$ cat src/rtl/conv_pkg.sv
// Shared constants, sizing helpers and accumulator type for the convolver adder tree.
package conv_pkg;

   localparam int DATA_WIDTH  = 16;
   localparam int KERNEL_SIZE = 5;
   localparam int FRAC_BIT    = 8;

   // Ceiling log2; clog2(1) is 0
   function automatic int clog2(input int value);
      int result;
      int span;
      result = 32'sd0;
      span   = 32'sd1;
      while (span < value) begin
         span   = span * 32'sd2;
         result = result + 32'sd1;
      end
      return result;
   endfunction

   // Number of operands entering a given tree level when the tree starts with n operands
   function automatic int level_count(input int n, input int level);
      int cnt;
      cnt = n;
      for (int i = 0; i < level; i++) begin
         cnt = (cnt + 32'sd1) / 32'sd2;
      end
      return cnt;
   endfunction

   localparam int N       = KERNEL_SIZE * KERNEL_SIZE;
   localparam int SUM_W   = DATA_WIDTH + clog2(N + 1);
   localparam int LEVELS  = clog2(N);
   localparam int LATENCY = LEVELS + 1;

   typedef logic signed [SUM_W-1:0] acc_t;

endpackage

$ cat src/rtl/conv_add_level.sv
// One registered pairwise-add level of the reduction tree; an odd leftover operand passes through.
module conv_add_level
   import conv_pkg::*;
#(
   parameter int IN_CNT = 25,
   parameter int W = 21,
   localparam int OUT_CNT = (IN_CNT + 1) / 2
) (
   input  logic                 clk,
   input  logic                 reset,
   input  logic                 en,
   input  logic                 in_valid,
   input  logic [IN_CNT*W-1:0]  in_data,
   output logic                 out_valid,
   output logic [OUT_CNT*W-1:0] out_data
);

   logic [OUT_CNT*W-1:0] sum_s;
   logic [OUT_CNT*W-1:0] data_r;
   logic                 valid_r;

   for (genvar i = 0; i < OUT_CNT; i++) begin : g_pair
      if (2 * i + 1 < IN_CNT) begin : g_add
         assign sum_s[i*W +: W] = in_data[(2*i)*W +: W] + in_data[(2*i+1)*W +: W];
      end else begin : g_pass
         assign sum_s[i*W +: W] = in_data[(2*i)*W +: W] + {W{1'b0}};
      end
   end

   // Level register: shifts data and valid together when the pipeline advances
   always_ff @(posedge clk) begin
      if (reset) begin
         valid_r <= 1'b0;
         data_r  <= {(OUT_CNT*W){1'b0}};
      end else if (en) begin
         valid_r <= in_valid;
         data_r  <= sum_s;
      end
   end

   assign out_valid = valid_r;
   assign out_data  = data_r;

endmodule

$ cat src/rtl/conv_adder_tree.sv
// Pipelined signed sum of KERNEL_SIZE**2 products plus bias with valid/ready on both sides.
// Define CONV_ADDER_TREE_SAT_EN to clamp the result to the DATA_WIDTH range instead of wrapping.
module conv_adder_tree
   import conv_pkg::*;
#(
   parameter int DATA_WIDTH  = conv_pkg::DATA_WIDTH,
   parameter int KERNEL_SIZE = conv_pkg::KERNEL_SIZE,
   parameter int FRAC_BIT    = conv_pkg::FRAC_BIT
) (
   input  logic                                        clk,
   input  logic                                        reset,
   input  logic                                        in_valid,
   output logic                                        in_ready,
   input  logic [KERNEL_SIZE*KERNEL_SIZE*DATA_WIDTH-1:0] products,
   input  logic [DATA_WIDTH-1:0]                       bias,
   output logic                                        out_valid,
   input  logic                                        out_ready,
   output logic [DATA_WIDTH-1:0]                       out_sum
);

   localparam int TREE_N      = KERNEL_SIZE * KERNEL_SIZE;
   localparam int TREE_W      = DATA_WIDTH + clog2(TREE_N + 1);
   localparam int TREE_LEVELS = clog2(TREE_N);
   // Products and result share one Q format, so the fraction position never matters here
   localparam int unused_frac_bit = FRAC_BIT;

   logic                      en_s;
   logic [TREE_N*TREE_W-1:0]  ext_s;
   logic [TREE_W-1:0]         tree_s;
   logic                      tree_valid_s;
   logic [DATA_WIDTH-1:0]     bias_r [TREE_LEVELS];
   logic signed [TREE_W-1:0]  bias_ext_s;
   logic signed [TREE_W-1:0]  total_s;
   logic [DATA_WIDTH-1:0]     result_s;
   logic                      out_valid_r;
   logic [DATA_WIDTH-1:0]     out_sum_r;

   // The whole pipeline advances only when the output register is free or being drained
   assign en_s     = !out_valid_r || out_ready;
   assign in_ready = en_s;

   for (genvar j = 0; j < TREE_N; j++) begin : g_ext
      assign ext_s[j*TREE_W +: TREE_W] =
         {{(TREE_W-DATA_WIDTH){products[j*DATA_WIDTH+DATA_WIDTH-1]}}, products[j*DATA_WIDTH +: DATA_WIDTH]};
   end

   for (genvar l = 0; l < TREE_LEVELS; l++) begin : g_lvl
      localparam int IC = level_count(TREE_N, l);
      localparam int OC = (IC + 1) / 2;
      logic [IC*TREE_W-1:0] din_s;
      logic                 vin_s;
      logic [OC*TREE_W-1:0] dout_s;
      logic                 vout_s;

      if (l == 0) begin : g_src
         assign din_s = ext_s;
         assign vin_s = in_valid;
      end else begin : g_chain
         assign din_s = g_lvl[l-1].dout_s;
         assign vin_s = g_lvl[l-1].vout_s;
      end

      conv_add_level #(
         .IN_CNT (IC),
         .W      (TREE_W)
      ) u_level (
         .clk       (clk),
         .reset     (reset),
         .en        (en_s),
         .in_valid  (vin_s),
         .in_data   (din_s),
         .out_valid (vout_s),
         .out_data  (dout_s)
      );
   end

   assign tree_s       = g_lvl[TREE_LEVELS-1].dout_s;
   assign tree_valid_s = g_lvl[TREE_LEVELS-1].vout_s;

   // Bias delay line keeps each window's bias aligned with its partial sums
   always_ff @(posedge clk) begin
      if (reset) begin
         for (int i = 0; i < TREE_LEVELS; i++) begin
            bias_r[i] <= {DATA_WIDTH{1'b0}};
         end
      end else if (en_s) begin
         bias_r[0] <= bias;
         for (int i = 1; i < TREE_LEVELS; i++) begin
            bias_r[i] <= bias_r[i-1];
         end
      end
   end

   assign bias_ext_s =
      {{(TREE_W-DATA_WIDTH){bias_r[TREE_LEVELS-1][DATA_WIDTH-1]}}, bias_r[TREE_LEVELS-1]};

`ifdef CONV_ADDER_TREE_SAT_EN
   localparam logic signed [TREE_W-1:0] SAT_HI =
      {{(TREE_W-DATA_WIDTH+1){1'b0}}, {(DATA_WIDTH-1){1'b1}}};
   localparam logic signed [TREE_W-1:0] SAT_LO =
      {{(TREE_W-DATA_WIDTH+1){1'b1}}, {(DATA_WIDTH-1){1'b0}}};

   // Final add and clamp into the signed DATA_WIDTH range
   always_comb begin
      total_s = $signed(tree_s) + bias_ext_s;
      if (total_s > SAT_HI) begin
         result_s = {1'b0, {(DATA_WIDTH-1){1'b1}}};
      end else if (total_s < SAT_LO) begin
         result_s = {1'b1, {(DATA_WIDTH-1){1'b0}}};
      end else begin
         result_s = total_s[DATA_WIDTH-1:0];
      end
   end
`else
   logic [TREE_W-DATA_WIDTH-1:0] unused_hi_s;

   // Final add with two's-complement wrap into DATA_WIDTH
   always_comb begin
      total_s                 = $signed(tree_s) + bias_ext_s;
      {unused_hi_s, result_s} = total_s;
   end
`endif

   // Output register holds its value while downstream stalls
   always_ff @(posedge clk) begin
      if (reset) begin
         out_valid_r <= 1'b0;
         out_sum_r   <= {DATA_WIDTH{1'b0}};
      end else if (en_s) begin
         out_valid_r <= tree_valid_s;
         out_sum_r   <= result_s;
      end
   end

   assign out_valid = out_valid_r;
   assign out_sum   = out_sum_r;

endmodule
$ cat config.mk
export PLATFORM = sky130hd
export DESIGN_NAME = conv_adder_tree
export DESIGN_NICKNAME = d
export VERILOG_FILES = /design/src/rtl/conv_pkg.sv /design/src/rtl/conv_add_level.sv /design/src/rtl/conv_adder_tree.sv
export SDC_FILE = /design/constraint.sdc
export NUM_CORES = 2
export LEC_CHECK = 0
export BUFFER_PORTS_ARGS = -buffer_cell sky130_fd_sc_hd__buf_2
export CAP_MARGIN = 20
export CORE_AREA = 2 2 281 421
export DETAILED_ROUTE_END_ITERATION = 8
export DIE_AREA = 0 0 283 423
export GPL_ROUTABILITY_DRIVEN = 0
export PLACE_DENSITY_LB_ADDON = 0.2
export SYNTH_ARGS = -nofsm -noshare
export SYNTH_HDL_FRONTEND = slang
export SYNTH_HIERARCHICAL = 1
export SYNTH_SLANG_ARGS = --single-unit
$ cat constraint.sdc
create_clock -name clk -period 2.8 [get_ports clk]
set_input_delay 0.28 -clock clk [delete_from_list [all_inputs] [get_ports clk]]
set_output_delay 0.28 -clock clk [all_outputs]
set_load 0.02 [all_outputs]
==> flow_summary_export.csv <==
group,metric,value,unit
grt,grt_overflow_total,0,
layout,nFillCells,11900,
power_and_ir_drop,design_power_total,0.0265,W
clocking,number_of_cts_inserted_buffers,59,
clocking,postCtsSetupBuffers,0,
clocking,cts_max_path_buffers,3,
drt,post_drt_via_cell_ratio,4.86,
grt,grt_max_degree,101,
setup_path,cp.required,3310,ps
setup_path,timing.setup.critical_path_class,"register to register",
flow_run,max-cap-violations,0,
yosys,mappedNetlistNets,4765,
drt,routed_wl_met2,48500,um
sta,min_cycle_time_layout,2580,ps
layout,utilization,35.6,%
sta,timing_worst_slew_pin_value,830,ps
drt,route.top_layer_used,"met5",
layout,layout-drive-gt1-share,15.0,%
floorplan,core,0.116,sq mm
setup_path,reg2reg_setup_slack,220,ps
setup_path,end_kind,"register",
floorplan,floorplan.initialDensity,30.1,%
grt,first_global_vias,28300,
yosys,ys.warnings.count,6,
layout,finalNonFillerCells,5905,
drt,route.antenna.remaining_nets,0,
layout,p_r_area_growth_vs_syn,18.3,%
layout,final_design_area_no_fill,0.0413,sq mm
clocking,clkSinkCount,534,
worst_hold_path,hold_path_class,"input port to register",
sta,report.final.hold_viol_count,0,
placement,buffer_ports.inserted,437,
yosys,postSynthAreaPerCell,8.90,sq um
yosys,netlist_instances,3921,
power_and_ir_drop,worst_ir_drop_vdd,0.442,mV
setup_path,worst_r2r_path_depth,9,
sta,grt_setup_unrepaired,"false",
drt,drt_wl_total,96700,um
yosys,syn-cell-area,0.0349,sq mm
power_and_ir_drop,leakagePower,20.3,nW
setup_path,cp-start-kind,"register",
drt,drcViolationCount,0,
sta,timing.final.max_slew_violations,0,
power_and_ir_drop,power_density,643,mW/mm^2
layout,num-nets-final,5152,
grt,grt_use_total,15.6,%
grt,number_of_antenna_violations_at_the_first_check_in_global_routing,3,
outcome,status,"completed",
drt,detailroute.wirelength.met3,2670,um
setup_path,critical_path_peak_fanout,2,
clocking,tritoncts,"yes",
floorplan,dieWidth,283,um
setup_path,cp.arrival,3090,ps
sta,fin_setup_tns,0,ps
sta,slew-limit-headroom,44.7,%
floorplan,pin_count,438,
drt,drt_iter0_markers,1317,
sta,max_clock_freq,0.387,GHz
floorplan,placementRows,153,
setup_path,timing.critical_path.to,"g_lvl[1].u_level/out_data[98]$_SDFFE_PP0P_",
clocking,clk-insertion-delay-late,630,ps
grt,grt_pass1_wl,153000,um
setup_path,reg2reg_capture_point,"g_lvl[1].u_level/out_data[98]$_SDFFE_PP0P_",
floorplan,die_area,0.120,sq mm
drt,routed-via-count,28700,
clocking,clock_tree.root_cell,"clkbuf_16",
placement,dp_cells,5763,
sta,post-route-period-util,92.2,%
setup_path,critical_path_launch_point,"g_lvl[0].u_level/out_data[168]$_SDFFE_PP0P_",
clocking,clk_pin_slew_worst_paths,60,ps
placement,dpl-instance-area,0.0389,sq mm
drt,drt-wirelength-per-cell,16.4,um
clocking,cts.htree.levels,2,
placement,hpwl,75000,um
setup_path,r2r_start,"g_lvl[0].u_level/out_data[168]$_SDFFE_PP0P_",
floorplan,floorplan.die.height,423,um
drt,detailedRoute.firstPassIterationCount,6,
sta,skew,18.5,ps
drt,routedLengthMet1,43700,um
sta,setup_viol,0,
==> timing repair <==
action                    in CTS  in global routing
hold buffers                  34                  0
gates resized for setup        0                  0
hold endpoints to repair      33                  0
==> metrics by stage <==
stage               setup slack [ps]  hold WS [ps]
floorplan                       10.8           427
global placement                -380           437
detailed placement              -309           444
CTS                              203          2.47
global route                    12.1          46.7
finish                           217          39.7
==> registers in the layout (all words and copies together) (netlist names) <==
signal / cells
g_lvl.u_level/out_valid: 5
g_lvl.u_level/out_data: 432
bias_r: 80
out_sum: 16
out_valid: 1
==> placed cells by master (no fill, tap or decap), drive strengths merged, types with 13 or more instances in the layout <==
master	n
nor3	49
xor2	115
o31ai	15
nor2	420
a21oi	289
and3	107
o21a	32
a31oi	39
clkbuf	76
a21o	136
nor3b	13
buf	501
ha	399
a211oi	60
and2	20
o21bai	64
dlygate4sd3	34
edfxtp	80
nand3	56
fa	25
o22ai	15
nor2b	22
inv	87
nand2b	22
nand4	26
or3	23
o21ai	254
nand2	283
dfxtp	454
clkinv	14
xnor2	189
o211ai	29
mux2i	235
==> cell type report <==
cell class / instances / area (sq um) / area share, %
Timing Repair Buffer: 535 / 3170 / 7.68
Clock buffer: 76 / 1640 / 3.97
Inverter: 86 / 334 / 0.809
Sequential cell: 534 / 11500 / 27.8
Clock inverter: 30 / 424 / 1.03
Antenna cell: 2 / 5.00 / 0.0121
Multi-Input combinational cell: 3092 / 22300 / 54.0
Tap cell: 1550 / 1940 / 4.70
==> worst min path at each step <==
stage	start	end	slack (ps)	cells past startpoint
after detailed placement	g_lvl[3].u_level/out_data[11]$_SDFFE_PP0P_	g_lvl[3].u_level/out_data[11]$_SDFFE_PP0P_	440	2
final	products[64]	g_lvl[0].u_level/out_data[42]$_SDFFE_PP0P_	40	4
after global placement	g_lvl[0].u_level/out_data[204]$_SDFFE_PP0P_	g_lvl[0].u_level/out_data[204]$_SDFFE_PP0P_	440	2
after CTS	products[64]	g_lvl[0].u_level/out_data[42]$_SDFFE_PP0P_	2	4
after floorplan	products[384]	g_lvl[0].u_level/out_data[252]$_SDFFE_PP0P_	430	2
after global routing	bias[8]	bias_r[0][8]$_SDFFCE_PN0P_	50	2
==> layer usage <==
metal,vias up,global-route usage (%)
met5,-,0
met2,431,28.6
li1,14900,-
met1,13300,19.3
met3,111,1.68
met4,2,3.53
==> worst max-delay path, cell delays in order, from the launching register on <==
cell	delay, ps
dfxtp_1	310
ha_1	220
fa_1	410
a21oi_1	230
o22ai_1	150
o41ai_1	510
o21ai_1	190
a21boi_1	200
xor2_1	170
o21ai_1	80
==> where the power goes <==
group	switching (W)	total, W	leakage (nW)	internal (W)
sequential	0.000866	0.00984	4.73	0.00897
combinational	0.00463	0.00836	14.5	0.00373
clock	0.00331	0.00835	1.01	0.00503
total	0.00881	0.0265	20.3	0.0177
No activity file was read; power rests on OpenSTA's default activity.
